**config.mk**
```make
export PLATFORM = sky130hd
export DESIGN_NAME = sigma_delta_adc
export DESIGN_NICKNAME = d
export VERILOG_FILES = /design/src/rtl/sd_adc_pkg.sv /design/src/rtl/sinc2_decimator.sv /design/src/rtl/sigma_delta_adc.sv
export SDC_FILE = /design/constraint.sdc
export NUM_CORES = 1
export LEC_CHECK = 0
export BUFFER_PORTS_ARGS = -buffer_cell sky130_fd_sc_hd__buf_2
export CAP_MARGIN = 20
export CORE_MARGIN = 4
export CORE_UTILIZATION = 55
export CTS_BUF_LIST = sky130_fd_sc_hd__clkbuf_2
export DETAILED_ROUTE_END_ITERATION = 8
export GPL_ROUTABILITY_DRIVEN = 0
export PLACE_DENSITY = 0.75
export REMOVE_ABC_BUFFERS = 1
export SYNTH_ARGS = -nofsm -noshare
export SYNTH_HDL_FRONTEND = slang
export SYNTH_SLANG_ARGS = --single-unit
```
**constraint.sdc**
```tcl
create_clock -name clk -period 4.3 [get_ports clk]
set_input_delay 0.215 -clock clk [delete_from_list [all_inputs] [get_ports clk]]
set_output_delay 0.215 -clock clk [all_outputs]
set_load 0.02 [all_outputs]
```
**src/rtl/sd_adc_pkg.sv**
```systemverilog
// Shared constants and helpers for the single-bit sigma-delta capture path.
package sd_adc_pkg;

    localparam int SAMPLE_W       = 8;
    localparam int EXCESS         = 128;
    localparam int DECIM_LOG2_MIN = 4;
    localparam int DECIM_LOG2_MAX = 12;

    // Integrator width that holds a full sinc^2 frame (2^(2d)) with one bit of headroom.
    function automatic int acc_width(input int d);
        return 2 * d + 1;
    endfunction

endpackage

```
**src/rtl/sinc2_decimator.sv**
```systemverilog
// Second-order CIC (sinc^2) decimator: bitstream in, scaled 8-bit result and frame tick out.
module sinc2_decimator
    import sd_adc_pkg::*;
#(
    parameter int DECIM_LOG2 = 8
) (
    input  logic                clk,
    input  logic                reset,
    input  logic                sd_bit,
    output logic                tick,
    output logic [SAMPLE_W-1:0] r
);

    localparam int W     = acc_width(DECIM_LOG2);
    localparam int SHIFT = 2 * DECIM_LOG2 - SAMPLE_W;

    logic [W-1:0]            acc1;
    logic [W-1:0]            acc2;
    logic [W-1:0]            d1;
    logic [W-1:0]            d2;
    logic [W-1:0]            c1;
    logic [W-1:0]            c2;
    logic [DECIM_LOG2-1:0]   dcnt;

    // Full-scale input yields exactly 2^(2D), which scales to 256 and must clip to 255.
    function automatic logic [SAMPLE_W-1:0] scale_sat(input logic [W-1:0] v);
        logic [W-1:0] s;
        s = v >> SHIFT;
        if (s > W'(2 * EXCESS - 1))
            return '1;
        return s[SAMPLE_W-1:0];
    endfunction

    assign tick = &dcnt;
    assign c1   = acc2 - d1;
    assign c2   = c1 - d2;
    assign r    = scale_sat(c2);

    // Integrators wrap modulo 2^W by design; the comb differences undo the wrap.
    always_ff @(posedge clk) begin
        if (reset) begin
            acc1 <= '0;
            acc2 <= '0;
            d1   <= '0;
            d2   <= '0;
            dcnt <= '0;
        end else begin
            acc1 <= acc1 + W'(sd_bit);
            acc2 <= acc2 + acc1;
            dcnt <= dcnt + DECIM_LOG2'(1);
            if (tick) begin
                d1 <= acc2;
                d2 <= c1;
            end
        end
    end

endmodule

```
**src/rtl/sigma_delta_adc.sv**
```systemverilog
// Sigma-delta ADC front end: comparator synchroniser, RC feedback flop, sinc^2 decimation and sample handshake.
module sigma_delta_adc
    import sd_adc_pkg::*;
#(
    parameter int DECIM_LOG2 = 8
) (
    input  logic                clk,
    input  logic                reset,
    input  logic                cmp_in,
    output logic                fb_out,
    output logic [SAMPLE_W-1:0] sample,
    output logic                sample_valid,
    input  logic                sample_ready,
    output logic                overrun
);

    if (DECIM_LOG2 < DECIM_LOG2_MIN || DECIM_LOG2 > DECIM_LOG2_MAX) begin : g_bad_decim
        $error("sigma_delta_adc: DECIM_LOG2 outside the supported range 4..12");
    end

    localparam logic [1:0] WARM_DONE = 2'd2;

    logic                cmp_p0;
    logic                cmp_p1;
    logic                tick;
    logic [SAMPLE_W-1:0] r;
    logic [1:0]          warm;

    sinc2_decimator #(
        .DECIM_LOG2 (DECIM_LOG2)
    ) u_dec (
        .clk    (clk),
        .reset  (reset),
        .sd_bit (cmp_p1),
        .tick   (tick),
        .r      (r)
    );

    // Stage boundary: asynchronous comparator -> two-flop synchroniser -> feedback pin flop.
    always_ff @(posedge clk) begin
        if (reset) begin
            cmp_p0 <= 1'b0;
            cmp_p1 <= 1'b0;
            fb_out <= 1'b0;
        end else begin
            cmp_p0 <= cmp_in;
            cmp_p1 <= cmp_p0;
            fb_out <= cmp_p1;
        end
    end

    // Stage boundary: decimator tick -> held sample; the first two frames only prime the comb.
    always_ff @(posedge clk) begin
        if (reset) begin
            warm         <= '0;
            sample       <= '0;
            sample_valid <= 1'b0;
            overrun      <= 1'b0;
        end else begin
            if (tick && warm != WARM_DONE)
                warm <= warm + 2'd1;
            if (tick && warm == WARM_DONE) begin
                sample       <= r;
                sample_valid <= 1'b1;
                if (sample_valid && !sample_ready)
                    overrun <= 1'b1;
            end else if (sample_valid && sample_ready) begin
                sample_valid <= 1'b0;
            end
        end
    end

endmodule

```
After elaboration in Yosys (flattened, before gate mapping)

Cells that the tools add are included.

Register bits: 91

Add/subtract/negate cells: 6
Order comparisons: 1
Equality and inequality tests: 2
Multiplexer cells: 5
Reduce and logical (&&, ||, !) cells: 8

Operators by type and width:

| operator                                                      | count |
|---|---|
| subtractor 17 bit                                             | 2 |
| adder 17 x 1 -> 17 bit                                        | 1 |
| adder 17 bit                                                  | 1 |
| 2-to-1 mux 8 bit                                              | 2 |
| greater-than comparator 9 x 8 -> 1 bit, second input constant | 1 |
| adder 8 x 1 -> 8 bit, second input constant                   | 1 |
| AND reduction 8 bit                                           | 1 |
| logical AND 1 bit                                             | 4 |
| 2-to-1 mux 1 bit                                              | 3 |
| adder 2 x 1 -> 2 bit, second input constant                   | 1 |
| == test 2 bit, second input constant                          | 1 |
| != test 2 bit, second input constant                          | 1 |
| AND reduction 2 bit                                           | 1 |
| nonzero test 2 bit                                            | 1 |
| logical NOT 1 bit                                             | 1 |

Depth between registers and ports, before layout

Depth after elaboration: 5
Mapped depth: 18
Gate-level depth less buffers: 18

By module

Synthesis repeated with hierarchy kept, for this count alone.

Cell total of the unflattened synthesis: 664
Area, all modules: 5340.1 sq um

Modules (own cells, without submodules):

| module          | times used | cells an instance | area an instance (sq um) | sequential area each (sq um) |
|---|---|---|---|---|
| sinc2_decimator | 1          | 607               | 4820.9                   | 1521.5 |
| sigma_delta_adc | 1          | 57                | 519.2                    | 300.3 |

Least setup slack after synthesis

OpenSTA, ideal clock, no wires.

Path type: register -> register
Start point: register u_dec.d1[1]
End point: register sample[0]
Setup time: 0.091 ns
Arrival: 3.872 ns
Path slack: 0.337 ns
Stages on the path, launching flop included: 19
Path buffers: 0
Clock period less this slack: 3.963 ns
Cells stage by stage: dfxtp_1 > inv_1 > ha_1 > nor2b_1 > o21ai_0 > a21boi_0 > o21ai_0 > nor2b_1 > xnor2_1 > ha_1 > a211oi_1 > nor2_1 > a211oi_2 > o21ai_2 > o311a_1 > o21a_1 > o311a_4 > xnor2_4 > a311oi_1

Longest elaborated chain between the ends: 5

Ends and longest elaborated chain:

| what                                   | RTL line              | text |
|---|---|---|
| start, declared                        | sinc2_decimator.sv:19 | `logic [W-1:0] d1;` |
| start signal, assigned                 | sinc2_decimator.sv:44 | `d1 <= '0;` |
| start signal, assigned                 | sinc2_decimator.sv:52 | `d1 <= acc2;` |
| subtractor 17 bit (*)                  | sinc2_decimator.sv:35 | `assign c1 = acc2 - d1;` |
| named net u_dec.c1[5]                  | sinc2_decimator.sv:21 | `logic [W-1:0] c1;` |
| subtractor 17 bit (*)                  | sinc2_decimator.sv:36 | `assign c2 = c1 - d2;` |
| greater-than comparator 9 x 8 -> 1 bit | sinc2_decimator.sv:29 | `if (s > W'(2 * EXCESS - 1))` |
| 2-to-1 mux 1 bit                       | sinc2_decimator.sv:29 |  |
| 2-to-1 mux 8 bit (*)                   | sinc2_decimator.sv:31 | `return s[SAMPLE_W-1:0];` |
| end signal, assigned                   | sigma_delta_adc.sv:63 | `sample <= r;` |
| end, declared                          | sigma_delta_adc.sv:11 | `output logic [SAMPLE_W-1:0] sample,` |

Mark *: on every way through the listed nets, which the timed path passes. The rest lies on a longest branch.
A chain may end at the register's enable or synchronous reset.

Worst setup path in the final report

Same ends and word-level chain as after synthesis.

==> results.md <==
* # clock sinks at 91
* Global-route wire length before repair at 16300 microns
* Cell Pwr Density at 255 nW/um^2
* Netlist cell types at 49
* Nets at 681
* Leak at 2.13 nW
* CP endpoint kind: flip-flop
* Share of layout cells above drive strength 1 at 9.87%
* Final wirelength at 9230 microns
* Core area at 8810 sq um
* Vias after detailed routing at 4000
* Fmax at 243 MHz
* # rows at 34
* Clk Latency, worst-skew pair at 0.56 ns
* Die width at 104 microns
* Post-synth EDFFs at 0
* Relative slew slack at 61.6%
* CP max FO at 8
* Max_cap viols at 0
* Vias in the first global route at 3860
* Fin util at 61.6%
* Fillers at 775
* CTS tree: yes
* Mapped Cells at 606
* Fin crit period at 4.12 ns
* # diodes at 0
* Initial Util at 57.3%
* Initial antenna violation count at 0
* Area growth syn-to-layout at 7.54%
* Largest net degree at the start of global routing at 53
* Hold_ws at 0.0494 ns
* Ys Warns at 0
* Total GRT Usage at 17.8%
* Post-Place Setup Slack at -0.00996 ns
* Initial drt markers at 135
* Worst EP arrival at 4.57 ns
* Status: complete, no violations
* Die area at 10800 sq um
* Hpwl dp at 6850 microns
* Multi-input logic area at 3030 sq um
* Max H-tree Level at 3
* Register area share after synthesis at 36.1%
* Most used DFF post-synth: dfxtp_1
* Startpoint Class: flip-flop
* Chip Height at 104 microns
* Total grt overflow at 0
* FF+latch area at 1820 sq um
* WP data required at 4.75 ns
* DRC Markers at 0
* DR WL/cell at 12.5 microns
* Clock transition at path regs at 0.25 ns
* Least-Margin Pin Slew at 0.572 ns
* Post-route ant nets at 0
* Fin Clk Skew at 0.0333 ns
* Pre-antenna DRT Iters at 4
* Setup Viol. Count Final at 0
* Critical setup path kind: flip-flop to flip-flop
* Mean Syn Cell Area at 8.33 sq um
* Num CTS Buffers at 9
* Maximum vdd drop at 0.000130 V
* Setup ws final at 0.180 ns
* I/O pins at 15
* Clk buf depth at 2
* Register bit total from synthesis at 91
* Type of the most critical hold path: input port to flip-flop
* Endpoints failing hold at 0
* Port Buffer Count at 14
* Async set or reset register ratio after synthesis at 0%
* Vias per inst at 5.43
* Root Driver: clkbuf_2
* Mapped Area at 5050 sq um
* Fin crit share at 95.8%
* Max Slew Vio Count at 0
==> area by class of cell <==
cell class / instances / share of cell area (%)
clock inverter: 2 / 0.692
multi-input combinational: 450 / 55.8
inverter: 46 / 3.18
tap: 108 / 2.49
clock buffer: 13 / 1.20
sequential: 91 / 33.6
timing repair buffer: 26 / 3.04
==> repair_timing <==
| action | 4_1_cts | 5_1_grt |
|---|---|---|
| gates resized for setup | 2 | 14 |
| pin swaps | 1 | 11 |
| hold buffers | 2 | 0 |
| endpoints found under the setup margin | 8 | 8 |
| endpoints found under the hold margin | 3 | 0 |
| setup buffers | 0 | 5 |
==> synth_stat cells (5+ instances only) <==
library cell | number | area [sq um]
clkbuf_1 | 19 | 71.3
a31oi_1 | 5 | 31.3
o21bai_1 | 6 | 45.0
nor3_1 | 9 | 45.0
o21a_1 | 6 | 45.0
dfxtp_1 | 91 | 1820
o211ai_1 | 5 | 37.5
ha_1 | 51 | 638
nor2b_1 | 12 | 75.1
nand2b_1 | 6 | 37.5
a21o_1 | 12 | 90.1
a311oi_1 | 7 | 61.3
xnor2_1 | 30 | 263
nand2_1 | 74 | 278
inv_1 | 46 | 173
or2_2 | 5 | 31.3
nor2_1 | 65 | 244
a21oi_1 | 55 | 275
nand3_1 | 17 | 85.1
o21ai_0 | 12 | 60.1
a211oi_1 | 8 | 60.1
xor2_1 | 21 | 184
==> layout by cell type, fill, tap and decap left out, drive strengths merged, types with 17 or more instances in the layout <==
| cell | count |
|---|---|
| buf | 24 |
| nor2 | 65 |
| nand2 | 74 |
| a21oi | 55 |
| xor2 | 21 |
| nand3 | 17 |
| xnor2 | 31 |
| ha | 51 |
| dfxtp | 91 |
| inv | 46 |
==> final timing paths <==
| check | endpoint | slack [ns] | startpoint | cells past startpoint |
|---|---|---|---|---|
| min | u_dec.acc1[15] | 0.05 | reset | 2 |
| max reg2reg | sample[0] | 0.18 | u_dec.d1[1] | 18 |
| min reg2reg | u_dec.d1[0] | 0.46 | u_dec.acc2[0] | 2 |
| max | sample[0] | 0.18 | u_dec.d1[1] | 18 |
==> logic make-up (layout without fill, tap and decap cells) <==
family          after synthesis  count (layout)  share of synthesized area (%)
buf+inv                      65              87                           4.84
compound gates              131             131                           16.9
fa+ha+maj                    53              53                           13.4
simple gates                214             214                           19.3
xor+xnor                     52              52                           9.40
flops                        91              91                           36.1
==> stage by stage <==
stage	area (sq um)	setup TNS (ns)	power [mW]	cells
global route	5430	-0.0693	1.45	736
detailed placement	5220	-0.0138	0.967	714
global placement	5220	0	0.963	714
CTS	5340	0	1.39	731
finish	5430	0	1.38	736
floorplan	4970	0	0.938	587
==> layer usage <==
| layer | track usage (%) | wire (microns) | up-vias |
|---|---|---|---|
| li1 | - | - | 2110 |
| met3 | 2.61 | 223 | 16 |
| met2 | 32.0 | 4470 | 55 |
| met4 | 7.31 | 193 | 0 |
| met1 | 21.2 | 4350 | 1819 |
| met5 | 0 | 0 | - |
==> sequential cells by signal, indices dropped and copies added (netlist names) <==
| name | flops |
|---|---|
| u_dec.d1 | 17 |
| u_dec.dcnt | 8 |
| fb_out | 1 |
| overrun | 1 |
| u_dec.acc2 | 17 |
| cmp_p1 | 1 |
| cmp_p0 | 1 |
| sample | 8 |
| u_dec.acc1 | 17 |
| warm | 2 |
| u_dec.d2 | 17 |
| sample_valid | 1 |
==> critical path, cell delays in order (launching register included) <==
cell and delay (ns):
dfxtp_2 0.41, inv_1 0.05, ha_1 0.27, nor2b_1 0.12
o21ai_1 0.19, a21boi_2 0.10, o21ai_2 0.19, nor2b_4 0.19
xnor2_2 0.08, ha_1 0.33, a211oi_2 0.22, nor2_1 0.08
a211oi_2 0.29, o21ai_2 0.10, o311a_1 0.32, o21a_1 0.22
o311a_4 0.38, xnor2_4 0.17, a311oi_1 0.30
==> power breakdown <==
| part | switching [mW] | leakage [nW] | internal, mW |
|---|---|---|---|
| registers | 0.00379 | 0.735 | 0.851 |
| logic | 0.0550 | 1.33 | 0.0515 |
| clock network | 0.279 | 0.0683 | 0.141 |
| total | 0.338 | 2.13 | 1.04 |
(Power assumes the default switching activity.)
